==> config.mk <==
export PLATFORM = sky130hd
export DESIGN_NAME = ripple_count_capture
export DESIGN_NICKNAME = d
export VERILOG_FILES = /design/src/rtl/ripple_cap_pkg.sv /design/src/rtl/sync_2ff.sv /design/src/rtl/ripple_count_capture.sv
export SDC_FILE = /design/constraint.sdc
export NUM_CORES = 1
export LEC_CHECK = 0
export CAP_MARGIN = 25
export CORE_AREA = 5 5 99 101
export CTS_BUF_LIST = sky130_fd_sc_hd__clkbuf_8
export CTS_CLUSTER_DIAMETER = 50
export DETAILED_ROUTE_END_ITERATION = 7
export DIE_AREA = 0 0 104 106
export GPL_TIMING_DRIVEN = 0
export HOLD_SLACK_MARGIN = 0.12
export PLACE_DENSITY = 0.67
export SLEW_MARGIN = 20
export SYNTH_ARGS = -nofsm -noshare
export SYNTH_HDL_FRONTEND = slang
export SYNTH_HIERARCHICAL = 1
export SYNTH_SLANG_ARGS = --single-unit
export TNS_END_PERCENT = 50
==> constraint.sdc <==
create_clock -name clk -period 4.7 [get_ports clk]
set_clock_uncertainty 0.05 [all_clocks]
set_input_delay 0.705 -clock clk [delete_from_list [all_inputs] [get_ports clk]]
set_output_delay 0.705 -clock clk [all_outputs]
set_load 0.05 [all_outputs]
==> src/rtl/ripple_cap_pkg.sv <==
// Shared types and default widths for the ripple-counter capture block.
package ripple_cap_pkg;

  parameter int unsigned NDefault    = 4;
  parameter int unsigned AccWDefault = 16;
  parameter int unsigned DwDefault   = 8;

  typedef enum logic {
    INIT,
    TRACK
  } state_e;

endpackage

==> src/rtl/sync_2ff.sv <==
// Two-flop synchronizer for a bus sampled from another clock domain.
module sync_2ff #(
  parameter int unsigned Width = 1
) (
  input  logic             clk,
  input  logic             reset,
  input  logic [Width-1:0] d_i,
  output logic [Width-1:0] q_o
);

  logic [Width-1:0] s1_q, s2_q;

  always_ff @(posedge clk or negedge reset) begin
    if (!reset) begin
      s1_q <= '0;
      s2_q <= '0;
    end else begin
      s1_q <= d_i;
      s2_q <= s1_q;
    end
  end

  assign q_o = s2_q;

endmodule

==> src/rtl/ripple_count_capture.sv <==
// Captures an asynchronous ripple counter, filters ripple transients and reports
// modulo-corrected deltas plus a running total over a valid/ready handshake.
module ripple_count_capture
  import ripple_cap_pkg::*;
#(
  parameter int unsigned N     = NDefault,
  parameter int unsigned ACC_W = AccWDefault,
  parameter int unsigned DW    = DwDefault
) (
  input  logic             clk,
  input  logic             reset,
  input  logic [N-1:0]     q_async,
  input  logic             clear,
  input  logic             ready,
  output logic             valid,
  output logic [DW-1:0]    delta_out,
  output logic [ACC_W-1:0] count_out,
  output logic             overflow,
  output logic             lost
);

  logic [N-1:0] s2, s2_d_q;
  logic [1:0]   fill_q;

  sync_2ff #(
    .Width(N)
  ) u_sync (
    .clk  (clk),
    .reset(reset),
    .d_i  (q_async),
    .q_o  (s2)
  );

  // fill_q counts edges since reset so the zeros left in the chain by reset
  // are never mistaken for a real sample.
  always_ff @(posedge clk or negedge reset) begin
    if (!reset) begin
      s2_d_q <= '0;
      fill_q <= '0;
    end else begin
      s2_d_q <= s2;
      if (fill_q != 2'd3) fill_q <= fill_q + 2'd1;
    end
  end

  logic stable;
  assign stable = (fill_q == 2'd3) && (s2 == s2_d_q);

  // FSM: state register / next state / decoded outputs
  state_e state_q, state_d;
  logic [N-1:0] last_q, last_d;
  logic load_base, accept;

  always_ff @(posedge clk or negedge reset) begin
    if (!reset) state_q <= INIT;
    else        state_q <= state_d;
  end

  always_comb begin
    state_d = state_q;
    if (clear) begin
      state_d = INIT;
    end else begin
      unique case (state_q)
        INIT:    if (stable) state_d = TRACK;
        TRACK:   state_d = TRACK;
        default: state_d = INIT;
      endcase
    end
  end

  always_comb begin
    load_base = 1'b0;
    accept    = 1'b0;
    if (!clear) begin
      load_base = (state_q == INIT) && stable;
      accept    = (state_q == TRACK) && stable && (s2 != last_q);
    end
  end

  // Datapath
  logic [ACC_W-1:0] total_q, total_d, count_q, count_d;
  logic [DW-1:0]    pending_q, pending_d, delta_q, delta_d, pend_sat;
  logic             valid_q, valid_d, ovf_q, ovf_d, lost_q, lost_d, slot_free;
  logic [N-1:0]     d_raw;
  logic [ACC_W:0]   total_sum;
  logic [DW:0]      pend_sum;

  // Unsigned N-bit subtraction gives the modulo-2^N delta directly.
  assign d_raw     = s2 - last_q;
  assign total_sum = {1'b0, total_q} + (ACC_W + 1)'(d_raw);
  assign pend_sum  = {1'b0, pending_q} + (DW + 1)'(d_raw);
  assign pend_sat  = pend_sum[DW] ? '1 : pend_sum[DW-1:0];
  assign slot_free = !valid_q || ready;

  always_comb begin
    last_d    = last_q;
    total_d   = total_q;
    pending_d = pending_q;
    valid_d   = valid_q;
    delta_d   = delta_q;
    count_d   = count_q;
    ovf_d     = ovf_q;
    lost_d    = lost_q;
    if (clear) begin
      last_d    = '0;
      total_d   = '0;
      pending_d = '0;
      valid_d   = 1'b0;
      ovf_d     = 1'b0;
      lost_d    = 1'b0;
    end else begin
      if (load_base) last_d = s2;
      if (accept) begin
        last_d  = s2;
        total_d = total_sum[ACC_W-1:0];
        if (total_sum[ACC_W]) ovf_d = 1'b1;
        if (pend_sum[DW]) lost_d = 1'b1;
        if (slot_free) begin
          delta_d   = pend_sat;
          count_d   = total_sum[ACC_W-1:0];
          valid_d   = 1'b1;
          pending_d = '0;
        end else begin
          pending_d = pend_sat;
        end
      end else if (slot_free) begin
        if (pending_q != '0) begin
          delta_d   = pending_q;
          count_d   = total_q;
          valid_d   = 1'b1;
          pending_d = '0;
        end else begin
          valid_d = 1'b0;
        end
      end
    end
  end

  always_ff @(posedge clk or negedge reset) begin
    if (!reset) begin
      last_q    <= '0;
      total_q   <= '0;
      pending_q <= '0;
      valid_q   <= 1'b0;
      delta_q   <= '0;
      count_q   <= '0;
      ovf_q     <= 1'b0;
      lost_q    <= 1'b0;
    end else begin
      last_q    <= last_d;
      total_q   <= total_d;
      pending_q <= pending_d;
      valid_q   <= valid_d;
      delta_q   <= delta_d;
      count_q   <= count_d;
      ovf_q     <= ovf_d;
      lost_q    <= lost_d;
    end
  end

  assign valid     = valid_q;
  assign delta_out = delta_q;
  assign count_out = count_q;
  assign overflow  = ovf_q;
  assign lost      = lost_q;

endmodule

# Word-level counts from Yosys, hierarchy flattened
# Index checks and enable logic that the tools add are counted.
# op_classes
n_eq_ne	4
muxes	35
reduce_logical	19
addsub	4
n_bitwise	2
# op_table
op	count
$mux 16	6
$mux 8	10
$add 16x4->17	1
$mux 1	15
$mux 4	3
$reduce_bool 2->1	5
$add 8x4->9	1
$reduce_bool 3->1	3
$reduce_bool 8->1	1
$reduce_and 2->1	3
$eq 4x4->1	1
$logic_and 1x1->1	4
$ne 4x4->1	1
$sub 4x4->4	1
$reduce_and 3->1	1
$add 2x1->2 const B	1
$eq 2x2->1 const B	1
$ne 2x2->1 const B	1
$not 1->1	2
$pmux 1 s2	1
$logic_not 1->1	1
$logic_or 1x1->1	1
# word_totals
input_bits	8
regBits	70

# Depth between registers and ports, before layout
# Gate-level depths: netlist of the first run.
# logic_depth
ltp_word	7
depth_mapped	13

# Cells and area by module
# The synthesis of the first run kept the hierarchy.
# modules_own_cells
mod	area_each_um2	n_inst	cells_each	seq_area_each_um2
ripple_count_capture	3666.0	1	360	1551.5
sync_2ff	200.2	1	8	200.2

# Worst setup path before layout of the first run
# OpenSTA, ideal clock, no wires.
# synth_timing
path_kind	flip-flop to flip-flop
startpoint	register u_sync.s2_q[0], in the netlist u_sync/q_o[0]
endpoint	register count_q[12], in the netlist count_out[12]
synth_period_minus_slack_ns	3.077
path_buffers	0
t_arrival_ns	2.945
path_stages_with_launch	12
slack_ns	1.623
setup_ns	0.082
cell_sequence	dfrtp_1 inv_1 ha_1 inv_1 fa_1 inv_1 fa_1 nand2b_1 a21oi_1 nand2_1 or4_1 a31oi_1
# synth_between
elab_chain_len	7
# synth_rtl
item	line	text
start: declaration	sync_2ff.sv:11	logic [Width-1:0] s1_q, s2_q;
start signal: assignment	sync_2ff.sv:19	s2_q <= s1_q;
branches (longest 7 deep; another with $add 16x4->17)	-	
end signal: assignment	ripple_count_capture.sv:156	count_q <= count_d;
end: declaration	ripple_count_capture.sv:82	logic [ACC_W-1:0] total_q, total_d, count_q, count_d;
# Parallel ways; which one is timed is not known. The select of a mux whose other input is x is not followed.
# A chain may end at the register's enable or synchronous reset.

# Final worst setup path of the first run
# layout_timing
startpoint	register u_sync.s2_q[0], in the netlist u_sync/q_o[0]
endpoint	register total_q[12]
# layout_between
elab_chain_len	6
# layout_rtl
item	line	text
branches (longest 6 deep; another with $add 16x4->17)	-	
end signal: assignment	ripple_count_capture.sv:152	total_q <= total_d;
end: declaration	ripple_count_capture.sv:82	
# Parallel ways; which one is timed is not known. The select of a mux whose other input is x is not followed.

==> results of run 1 <==
==> state kept, by name, summed over array words and instances, names as in the netlist <==
name	count
delta_out	8
fill_q	2
s2_d_q	4
total_q	16
count_out	16
last_q	4
lost	1
valid	1
u_sync/q_o	4
u_sync/s1_q	4
overflow	1
state_q	1
pending_q	8
==> cell usage after synthesis (4+ instances only) <==
library cell | n | share of area [%]
a211oi_1 | 5 | 0.97
a21oi_1 | 25 | 3.2
a31oi_1 | 9 | 1.5
buf_2 | 5 | 0.65
clkbuf_1 | 7 | 0.68
dfrtp_1 | 70 | 45
ha_1 | 13 | 4.2
inv_1 | 18 | 1.7
mux2_2 | 9 | 2.6
mux2_4 | 13 | 5.0
mux2i_1 | 6 | 1.6
nand2_1 | 19 | 1.8
nand3_1 | 12 | 1.6
nand4_1 | 14 | 2.3
nor2_1 | 36 | 3.5
nor3_1 | 6 | 0.78
o21ai_0 | 15 | 1.9
or3_1 | 7 | 1.1
or4_1 | 4 | 0.78
xnor2_1 | 15 | 3.4
xor2_1 | 11 | 2.5
==> where the power goes <==
| group | switching (W) | internal, W | leakage [nW] |
|---|---|---|---|
| clock network | 0.000233 | 0.000350 | 0.119 |
| registers | 0.0000104 | 0.000617 | 0.933 |
| logic | 0.0000990 | 0.0000501 | 0.837 |
==> per-stage QoR <==
| stage | total power, W | utilization, % | area, µm² | instances | setup slack (ps) |
|---|---|---|---|---|---|
| 2_1_floorplan | 0.0007313 | - | 3866 | 368 | 1623 |
| 3_3_place_gp | 0.0007856 | 48.64 | 4345 | 513 | 482.3 |
| 3_5_place_dp | 0.0007892 | 48.84 | 4363 | 514 | 1089 |
| 4_1_cts | 0.001377 | 51.48 | 4599 | 530 | 1059 |
| 5_1_grt | 0.001419 | 51.48 | 4599 | 530 | 770.8 |
| 6_report | 0.001359 | 51.48 | 4599 | 530 | 1088 |
==> routing by layer <==
metal / vias up / track usage, % / part of all wire (%)
met5: - / 0 / 0
li1: 1411 / - / -
met1: 1469 / 21.04 / 45
met2: 88 / 26.55 / 48
met4: 0 / 6.290 / 1.9
met3: 18 / 3.947 / 5.1
==> critical path, stage by stage, from the launching register on <==
cell      delay [ps]
dfrtp_1          420
inv_1             70
ha_1             130
inv_1             70
fa_1             540
inv_1            110
fa_1             430
nand2b_1         160
a21oi_1          530
nand2_1          330
or4_1            550
a21oi_1          150
==> kinds of logic (layout without fill, tap and decap cells) <==
logic type / count (synthesis) / after routing / synth area share [%]
multiplexers: 28 / 28 / 9.224
buffers and inverters: 34 / 85 / 4.789
adder cells (fa/ha/maj): 16 / 16 / 5.761
AO/OA/AOI/OAI: 75 / 75 / 12.91
XOR/XNOR: 27 / 27 / 6.311
flip-flops: 70 / 70 / 45.31
AND/OR/NAND/NOR: 118 / 118 / 15.70
==> area by class of cell <==
class	instances	area, µm²
Clock buffer	9	123.9
Inverter	18	67.56
Clock inverter	7	112.6
Sequential cell	70	1752
Fill cell	823	4334
Timing Repair Buffer	35	357.8
Tap cell	111	138.9
Buffer	16	117.6
Multi-Input combinational cell	264	1929
==> final timing paths <==
kind	from	to	slack (ps)	cells after the start
hold / removal	reset	total_q[9]	240	1
max in group asynchronous	reset	count_out[1]	3780	2
setup / recovery	u_sync/q_o[0]	total_q[12]	1090	11
min in group clk	u_sync/s1_q[3]	u_sync/q_o[3]	300	0
setup reg to reg	u_sync/q_o[0]	total_q[12]	1090	11
hold reg to reg	u_sync/s1_q[3]	u_sync/q_o[3]	300	0
==> flow_metrics.py, run 1 <==
metrics = {
    "status": {
        "outcome": "finished, final reports clean",
    },
    "cts": {
        "clk_pin_slew_worst_paths_ps": 90,
        "cts_tree": "yes",
        "cts_resized": 0,
        "post_cts_buffers": 0,
        "cts.sinks": 70,
        "clk_path_buf_depth": 2,
        "cts-buffers-inserted": 9,
        "clk-insertion-delay-late_ps": 350,
        "cts_root_buf": "clkbuf_8",
        "postCtsHoldBufs": 0,
        "htree_levels": 3,
    },
    "worst_setup_path": {
        "critical_path.startpoint_type": "register",
        "crit_type": "reg2reg",
        "critPathCaptureType": "register",
        "cp_max_fo": 9,
        "arrival_ps": 3830,
        "cp_data_required_time_ps": 4920,
    },
    "sta": {
        "whs_ps": 241.6,
        "fin_crit_ps": 3612,
        "fmax_mhz": 276.8,
        "final-hold-violation-count": 0,
        "tns_ps": 0,
        "worst_slew_pin_slew_ps": 938.2,
        "drv_slew": 0,
        "period_share_pct": 76.86,
        "max_slew_margin_pct": 37.08,
        "rsz0062_at_grt": "false",
        "setup_viol": 0,
    },
    "place": {
        "port_buffers": 34,
        "gp_congestion": 0.8683,
        "hpwl_mm": 6.254,
    },
    "routing": {
        "avgViaCountPerCell": 5.634,
        "antenna_left": 0,
        "drtIter0Drc": 134,
        "num_vias": 2986,
        "drc": 0,
        "drt_first_pass_iters": 5,
        "wl_mm": 8.701,
        "wl_per_cell_um": 16.42,
    },
    "finish": {
        "drive_above_1_share_pct": 14.08,
        "diodes": 0,
        "layout_commonest_cell": "dfrtp_1",
        "nets": 438,
        "layout_common_cells": "dfrtp_1, nor2_1, clkdlybuf4s50_1",
        "area_growth_pct": 18.96,
    },
    "logic_synthesis": {
        "ys_seq_area_share_pct": 45.31,
        "yosys_warnings": 6,
        "ys_ff_latch": 70,
        "synth-edff-count": 0,
        "synth_cell_types": 54,
        "ys.flop_type": "dfrtp_1",
        "synthesis.area_mm2": 0.003866,
        "postSynthAreaPerCell_um2": 10.51,
        "ys_async_sr_fraction_pct": 100.0,
        "syn-num-nets": 392,
        "synthCells": 368,
    },
    "pwr": {
        "peakVddDrop_mv": 0.1333,
        "power_density_mw_per_mm2": 295.5,
        "p_leak_nw": 1.889,
    },
    "die": {
        "ioPinCount": 35,
        "dieArea_mm2": 0.01102,
        "fp.dieH_um": 106,
        "die_w_um": 104,
        "design.core.area_mm2": 0.008934,
        "initial_core_util_pct": 43.28,
        "num_rows": 35,
    },
    "worst_hold_path": {
        "holdCritPathClass": "in2async",
    },
    "grt": {
        "antenna_found_initial": 0,
        "grt_max_degree": 37,
        "grt_pass1_wl_mm": 14.69,
        "grt_pass1_vias": 2983,
        "gr-total-overflow": 0,
        "grt_usage_pct": 16.32,
    },
    "flow_run": {
        "maxCapViolations": 0,
    },
}
No activity file was read; power rests on OpenSTA's default activity.
==> run 2, diff against run 1 <==
--- a/config.mk
+++ b/config.mk
@@ -13,7 +13,7 @@
 export DIE_AREA = 0 0 104 106
 export GPL_TIMING_DRIVEN = 0
 export HOLD_SLACK_MARGIN = 0.12
-export PLACE_DENSITY = 0.67
+export PLACE_DENSITY = 0.69
 export SLEW_MARGIN = 20
 export SYNTH_ARGS = -nofsm -noshare
 export SYNTH_HDL_FRONTEND = slang
==> constraint.sdc (replaced) <==
create_clock -name clk -period 3 [get_ports clk]
set_clock_uncertainty 0.05 [all_clocks]
set_input_delay 0.45 -clock clk [delete_from_list [all_inputs] [get_ports clk]]
set_output_delay 0.45 -clock clk [all_outputs]
set_load 0.05 [all_outputs]
==> run 2 against run 1 <==
  * The flow now finishes with violations (negative setup slack)
  * Via count increased by 1.7%
  * Fmax grew 19%
  * Final area increased by 4.8%
  * Register-to-register slack got worse by 1100 ps
  * Combinational power rose by 74%
  * Routed wire length up 8.6%
  * First-iteration DRC count rose by 3.7%
  * Utilization is 2.5 points higher
  * Clock power rose by 47%
  * Sequential cell count stayed put
  * Hold slack better by 60 ps
  * Sequential share of layout area fell by 1.7 points
  * Largest power group unchanged
  * Highest routed layer unchanged
==> flow_metrics.py, run 2 (synthesis gave the netlist of run 1 again) <==
metrics = {
    "status": {
        "outcome": "finished with violations",
        "violations": "negative setup slack",
    },
    "sta": {
        "setup_ws_ps": -33.56,
        "final-hold-violation-count": 0,
        "drv_slew": 0,
        "setup_viol": 3,
        "period_share_pct": 101.1,
        "fin_crit_ps": 3034,
        "fmax_mhz": 329.6,
        "tns_ps": -53.94,
        "max_slew_margin_pct": 46.99,
        "rsz0062_at_grt": "true",
        "whs_ps": 301.3,
        "worst_slew_pin_slew_ps": 792.3,
    },
    "flow_run": {
        "maxCapViolations": 0,
    },
    "worst_setup_path": {
        "crit_type": "reg2reg",
        "rr_worst_depth": 11,
        "reg2reg_slack_ps": -30,
        "r2r-start": "u_sync/q_o[0]",
        "arrival_ps": 3270,
        "slowest_delay_ps": 560,
        "cp_data_required_time_ps": 3230,
        "r2r-end": "pending_q[5]",
        "cp_max_fo": 4,
        "critical_path.startpoint_type": "register",
        "cpMostUsedCell": "inv_2",
        "cp_cell_sequence": "inv_1 -> ha_1 -> inv_2 -> fa_1 -> inv_2 -> fa_2 -> nand3b_1 -> and2_4 -> o2111a_1 -> or3_4 -> a21oi_2",
        "cp_slowest_cell": "fa_1",
        "critPathCaptureType": "register",
    },
    "finish": {
        "area_growth_pct": 24.63,
        "nets": 451,
        "drive_above_1_share_pct": 21.76,
        "layout_common_cells": "dfrtp_1, nor2_1, clkdlybuf4s50_1",
        "diodes": 0,
        "layout_commonest_cell": "dfrtp_1",
        "layoutNonFillerInstCount": 543,
        "post-route-util_pct": 53.94,
    },
    "pwr": {
        "pwr-share-comb_pct": 12.3,
        "p_leak_nw": 1.991,
        "peakVddDrop_mv": 0.2059,
        "switchingPower_w": 0.0005553,
        "power_density_mw_per_mm2": 435.9,
        "seq_power_share_pct": 46.8,
        "pwr-share-clk_pct": 40.9,
        "internal_power_w": 0.001545,
        "swShare_pct": 26.44,
    },
    "die": {
        "num_rows": 35,
        "dieArea_mm2": 0.01102,
        "initial_core_util_pct": 43.28,
        "ioPinCount": 35,
        "design.core.area_mm2": 0.008934,
        "die_w_um": 104,
        "fp.dieH_um": 106,
    },
    "routing": {
        "num_vias": 3037,
        "drt_first_pass_iters": 4,
        "avgViaCountPerCell": 5.593,
        "drc": 0,
        "antenna_left": 0,
        "wl_per_cell_um": 17.41,
        "wl_mm": 9.452,
        "drtIter0Drc": 139,
    },
    "grt": {
        "grt_usage_pct": 17.57,
        "grt_max_degree": 39,
        "grt_pass1_vias": 3147,
        "grt_pass1_wl_mm": 15.76,
        "gr-total-overflow": 0,
        "antenna_found_initial": 0,
    },
    "cts": {
        "cts_root_buf": "clkbuf_8",
        "clk_path_buf_depth": 2,
        "clk_pin_slew_worst_paths_ps": 80,
        "htree_levels": 3,
        "cts_tree": "yes",
        "cts.sinks": 70,
        "cts-buffers-inserted": 9,
        "clk-insertion-delay-late_ps": 350,
    },
    "worst_hold_path": {
        "worstHoldStart": "u_sync/s1_q[1]",
        "holdCritPathClass": "reg2reg",
        "holdPathStages": 0,
        "worstHoldEndpoint": "u_sync/q_o[1]",
    },
    "place": {
        "dp_cells": 514,
        "gp_congestion": 0.8582,
        "port_buffers": 34,
        "hpwl_mm": 6.450,
        "post-place-ws_ps": -458.6,
    },
}
==> run 2: cell count changes in the layout (fill, tap and decap cells not counted), sizes merged <==
cell / previous run / this run
clkinv: 3 / 2
clkbuf: 16 / 17
bufinv: 3 / 2
dlygate4sd3: 0 / 1
clkinvlp: 1 / 2
buf: 11 / 23
==> run 2: layout make-up <==
cell class              count  area [µm²]
plain buffers              16       127.6
clock buffers              10       137.6
clock inverters             6       85.08
fillers                   812        4115
inverters                  18       67.56
multi-input cells         264        2047
flip-flops and latches     70        1753
well taps                 111       138.9
repair buffers             48       461.7
==> run 2: metal layers <==
| layer | GRT usage (%) | up-vias | routed length (µm) |
|---|---|---|---|
| li1 | - | 1430 | - |
| met1 | 22.52 | 1489 | 4150 |
| met2 | 28.83 | 94 | 4639 |
| met3 | 3.279 | 24 | 417 |
| met4 | 8.048 | 0 | 245 |
| met5 | 0 | - | 0 |
==> run 2: repair_timing <==
item                                   CTS  global route
endpoints found under the hold margin   32             0
setup buffers                            6             6
gates resized for setup                 20            12
hold buffers                             1             0
pin swaps                                8            12
setup endpoints to repair               30            24
==> run 2: power groups by stage <==
stage                     clock network, W  registers (W)   logic, W
after floorplan                          0        0.00105  0.0000993
after global placement                   0        0.00100   0.000229
after detailed placement                 0        0.00100   0.000237
after CTS                         0.000879       0.000984   0.000252
after global routing              0.000915       0.000986   0.000281
final                             0.000858       0.000983   0.000259
==> run 2: how the worst max path moves through the flow <==
stage / from / end / slack (ps)
after floorplan: u_sync/q_o[0] / count_out[12] / 40
after global placement: reset / fill_q[1] / -1000
after detailed placement: u_sync/q_o[0] / delta_out[2] / -460
after CTS: u_sync/q_o[0] / pending_q[5] / -30
after global routing: u_sync/q_o[0] / pending_q[5] / -120
final: u_sync/q_o[0] / pending_q[5] / -30
==> run 2: through the flow <==
| step | instance area (µm²) | power (W) |
|---|---|---|
| finish | 4818 | 0.002100 |
| global route | 4818 | 0.002182 |
| CTS | 4717 | 0.002116 |
| detailed placement | 4367 | 0.001240 |
| global placement | 4349 | 0.001231 |
| floorplan | 3870 | 0.001146 |
==> run 2: worst max-delay path: cells and delay by family, from the launching register on <==
kind	cells	cell delay (ps)
flops	1	390
fa+ha+maj	3	1060
simple gates	3	910
buf+inv	3	190
compound gates	2	370
==> run 3, diff against run 2 <==
--- a/config.mk
+++ b/config.mk
@@ -5,12 +5,13 @@
 export SDC_FILE = /design/constraint.sdc
 export NUM_CORES = 1
 export LEC_CHECK = 0
+export ABC_AREA = 1
 export CAP_MARGIN = 25
-export CORE_AREA = 5 5 99 101
+export CORE_AREA = 2 2 97 99
 export CTS_BUF_LIST = sky130_fd_sc_hd__clkbuf_8
 export CTS_CLUSTER_DIAMETER = 50
 export DETAILED_ROUTE_END_ITERATION = 7
-export DIE_AREA = 0 0 104 106
+export DIE_AREA = 0 0 99 101
 export GPL_TIMING_DRIVEN = 0
 export HOLD_SLACK_MARGIN = 0.12
 export PLACE_DENSITY = 0.69
==> run 3 against run 2 <==
  * The flow now finishes without violations
  * Clock power down 22%
  * Routed wire length down 2.6%
  * Fmax up 8.1%
  * Critical path depth up 3
  * Sequential power about the same
  * Total power down 7.5%
  * Worst setup slack better by 230 ps
  * Die area down 9.3%
  * Hold slack worse by 1.2 ps
==> flow_metrics.py, run 3 <==
metrics = {
    "sta": {
        "worst_slew_pin_slew_ps": 502.4,
        "period_share_pct": 93.56,
        "max_slew_margin_pct": 66.40,
        "final-hold-violation-count": 0,
        "fmax_mhz": 356.3,
        "setup_viol": 0,
        "drv_slew": 0,
        "fin_crit_ps": 2807,
    },
    "worst_setup_path": {
        "rr_worst_depth": 14,
        "r2r-end": "delta_out[7]",
        "critPathCaptureType": "register",
        "cp-endpoint": "delta_out[7]",
        "cp_data_required_time_ps": 3200,
        "arrival_ps": 3000,
        "cp_max_fo": 8,
        "cp-startpoint": "u_sync/q_o[1]",
        "cp_cell_sequence": "ha_1 -> a21oi_1 -> nor2_1 -> nor2_1 -> xnor2_2 -> ha_1 -> a21oi_1 -> nand2_2 -> nand3_4 -> nand3_1 -> nand2_1 -> nand2_1 -> nand2_1 -> nand2_1",
        "slowest_delay_ps": 470,
        "reg2reg_slack_ps": 190,
        "r2r-start": "u_sync/q_o[1]",
        "cp_slowest_cell": "dfrtp_1",
        "crit_type": "reg2reg",
        "critical_path.startpoint_type": "register",
        "cpMostUsedCell": "nand2_1",
    },
    "die": {
        "initial_core_util_pct": 43.51,
        "die_w_um": 99,
        "fp.dieH_um": 101,
        "num_rows": 35,
        "ioPinCount": 35,
        "design.core.area_mm2": 0.008977,
        "dieArea_mm2": 0.009999,
    },
    "routing": {
        "antenna_left": 0,
        "drtIter0Drc": 160,
        "num_vias": 3457,
        "wl_mm": 9.208,
        "wl_per_cell_um": 13.27,
        "drt_first_pass_iters": 5,
        "avgViaCountPerCell": 4.981,
        "drc": 0,
    },
    "logic_synthesis": {
        "postSynthAreaPerCell_um2": 7.343,
        "synthesis.area_mm2": 0.003906,
        "yosys_warnings": 6,
        "synthMostInstantiatedCell": "nand2_1",
        "synthTopCellsByCount": "nand2_1, dfrtp_1, inv_1, nand3_1, nor2_1",
        "ys_top_cells_by_area": "dfrtp_1, nand2_1, inv_1",
        "ys_async_sr_fraction_pct": 100.0,
        "synthCells": 532,
        "ys_ff_latch": 70,
        "syn-num-nets": 556,
        "ys_seq_area_share_pct": 44.84,
        "synth_top_area_cell": "dfrtp_1",
        "synth_cell_types": 30,
        "synth-edff-count": 0,
        "ys.flop_type": "dfrtp_1",
        "synth_top_area_share_pct": 44.84,
    },
    "cts": {
        "clk_pin_slew_worst_paths_ps": 80,
        "cts-buffers-inserted": 9,
        "clk_path_buf_depth": 2,
        "cts.sinks": 70,
        "cts_root_buf": "clkbuf_8",
        "htree_levels": 3,
        "cts_tree": "yes",
        "clk-insertion-delay-late_ps": 350,
    },
    "place": {
        "gp_congestion": 0.8447,
        "place_area_mm2": 0.004410,
        "port_buffers": 34,
        "hpwl_mm": 6.750,
    },
    "grt": {
        "antenna_found_initial": 0,
        "grt_usage_pct": 19.71,
        "grt_pass1_vias": 3440,
        "gr-total-overflow": 0,
        "grt_max_degree": 43,
        "grt_pass1_wl_mm": 15.73,
    },
    "finish": {
        "nets": 603,
        "diodes": 0,
        "drive_above_1_share_pct": 8.576,
        "layout_common_cells": "nand2_1, dfrtp_1, inv_1",
        "post-route-util_pct": 51.51,
        "area_growth_pct": 18.39,
        "nFillCells": 861,
        "layout_commonest_cell": "nand2_1",
        "postLayoutCellArea_mm2": 0.004624,
    },
    "pwr": {
        "peakVddDrop_mv": 0.2217,
        "internal_power_w": 0.001368,
        "p_leak_nw": 2.494,
        "pwr-share-clk_pct": 34.3,
        "seq_power_share_pct": 50.8,
        "power_density_mw_per_mm2": 420.2,
        "swShare_pct": 29.58,
        "pwr-share-comb_pct": 15.0,
        "switchingPower_w": 0.0005747,
    },
    "status": {
        "outcome": "finished, final reports clean",
    },
    "worst_hold_path": {
        "holdCritPathClass": "reg2reg",
    },
    "flow_run": {
        "maxCapViolations": 0,
    },
}
==> run 3: logic make-up (layout without fill, tap and decap cells) <==
kind of cell    count (synthesis)  after routing  synth area share (%)
mux                             1              1                0.2883
compound gates                 32             32                 4.805
flops                          70             70                 44.84
simple gates                  330            330                 34.27
fa+ha+maj                      16             16                 5.702
buf+inv                        74            125                 8.072
xor+xnor                        9              9                 2.018
==> run 3: how the worst min path moves through the flow <==
| stage | startpoint | to | slack (ps) | cells past startpoint |
|---|---|---|---|---|
| CTS | u_sync/s1_q[1] | u_sync/q_o[1] | 300 | 0 |
| global placement | u_sync/s1_q[3] | u_sync/q_o[3] | 280 | 0 |
| detailed placement | u_sync/s1_q[1] | u_sync/q_o[1] | 280 | 0 |
| floorplan | reset | count_out[0] | 100 | 0 |
| global route | u_sync/s1_q[1] | u_sync/q_o[1] | 310 | 0 |
| finish | u_sync/s1_q[1] | u_sync/q_o[1] | 300 | 0 |
==> run 3: routing by layer <==
layer,up-vias,GRT usage (%),wire length (µm)
li1,1740,-,-
met1,1646,24.46,4136
met2,61,34.98,4641
met3,10,4.161,326
met4,0,5.163,103
met5,-,0,0
==> run 3: per-stage QoR <==
stage	TNS, ps	worst slack [ps]	hold WS [ps]	total power (W)	std cells
floorplan	0	397.3	104.4	0.001189	532
global placement	-72940	-1046	282.7	0.001268	677
detailed placement	0	30.03	284.7	0.001280	678
CTS	0	14.62	301.0	0.001949	694
global route	-37.82	-26.50	307.1	0.002035	694
finish	0	193.3	300.1	0.001943	694
==> run 3: cell type report <==
class,instances,area (µm²),area share [%]
plain buffers,13,86.33,1.867
clock buffers,9,123.9,2.679
clock inverters,6,40.04,0.8658
inverters,61,229.0,4.951
multi-input cells,388,1879,40.64
flip-flops and latches,70,1752,37.88
well taps,111,138.9,3.003
repair buffers,36,375.4,8.117
==> run 3: repair_timing <==
action	in CTS	in global routing
hold buffers	1	0
gates resized for setup	0	12
endpoints found under the setup margin	0	26
hold endpoints to repair	28	0
buffers inserted	0	0
==> run 3: worst max-delay path, delay by kind of cell (launching register included) <==
kind | cells | cell delay (ps)
fa+ha+maj | 2 | 650
flops | 1 | 470
xor+xnor | 1 | 180
compound gates | 2 | 470
simple gates | 9 | 900
==> run 3: power groups by stage <==
stage | combinational [W] | sequential, W | clock (W)
global placement | 0.000264 | 0.00100 | 0
finish | 0.000291 | 0.000986 | 0.000666
CTS | 0.000280 | 0.000986 | 0.000682
detailed placement | 0.000276 | 0.00100 | 0
floorplan | 0.000175 | 0.00101 | 0
global route | 0.000325 | 0.000989 | 0.000721
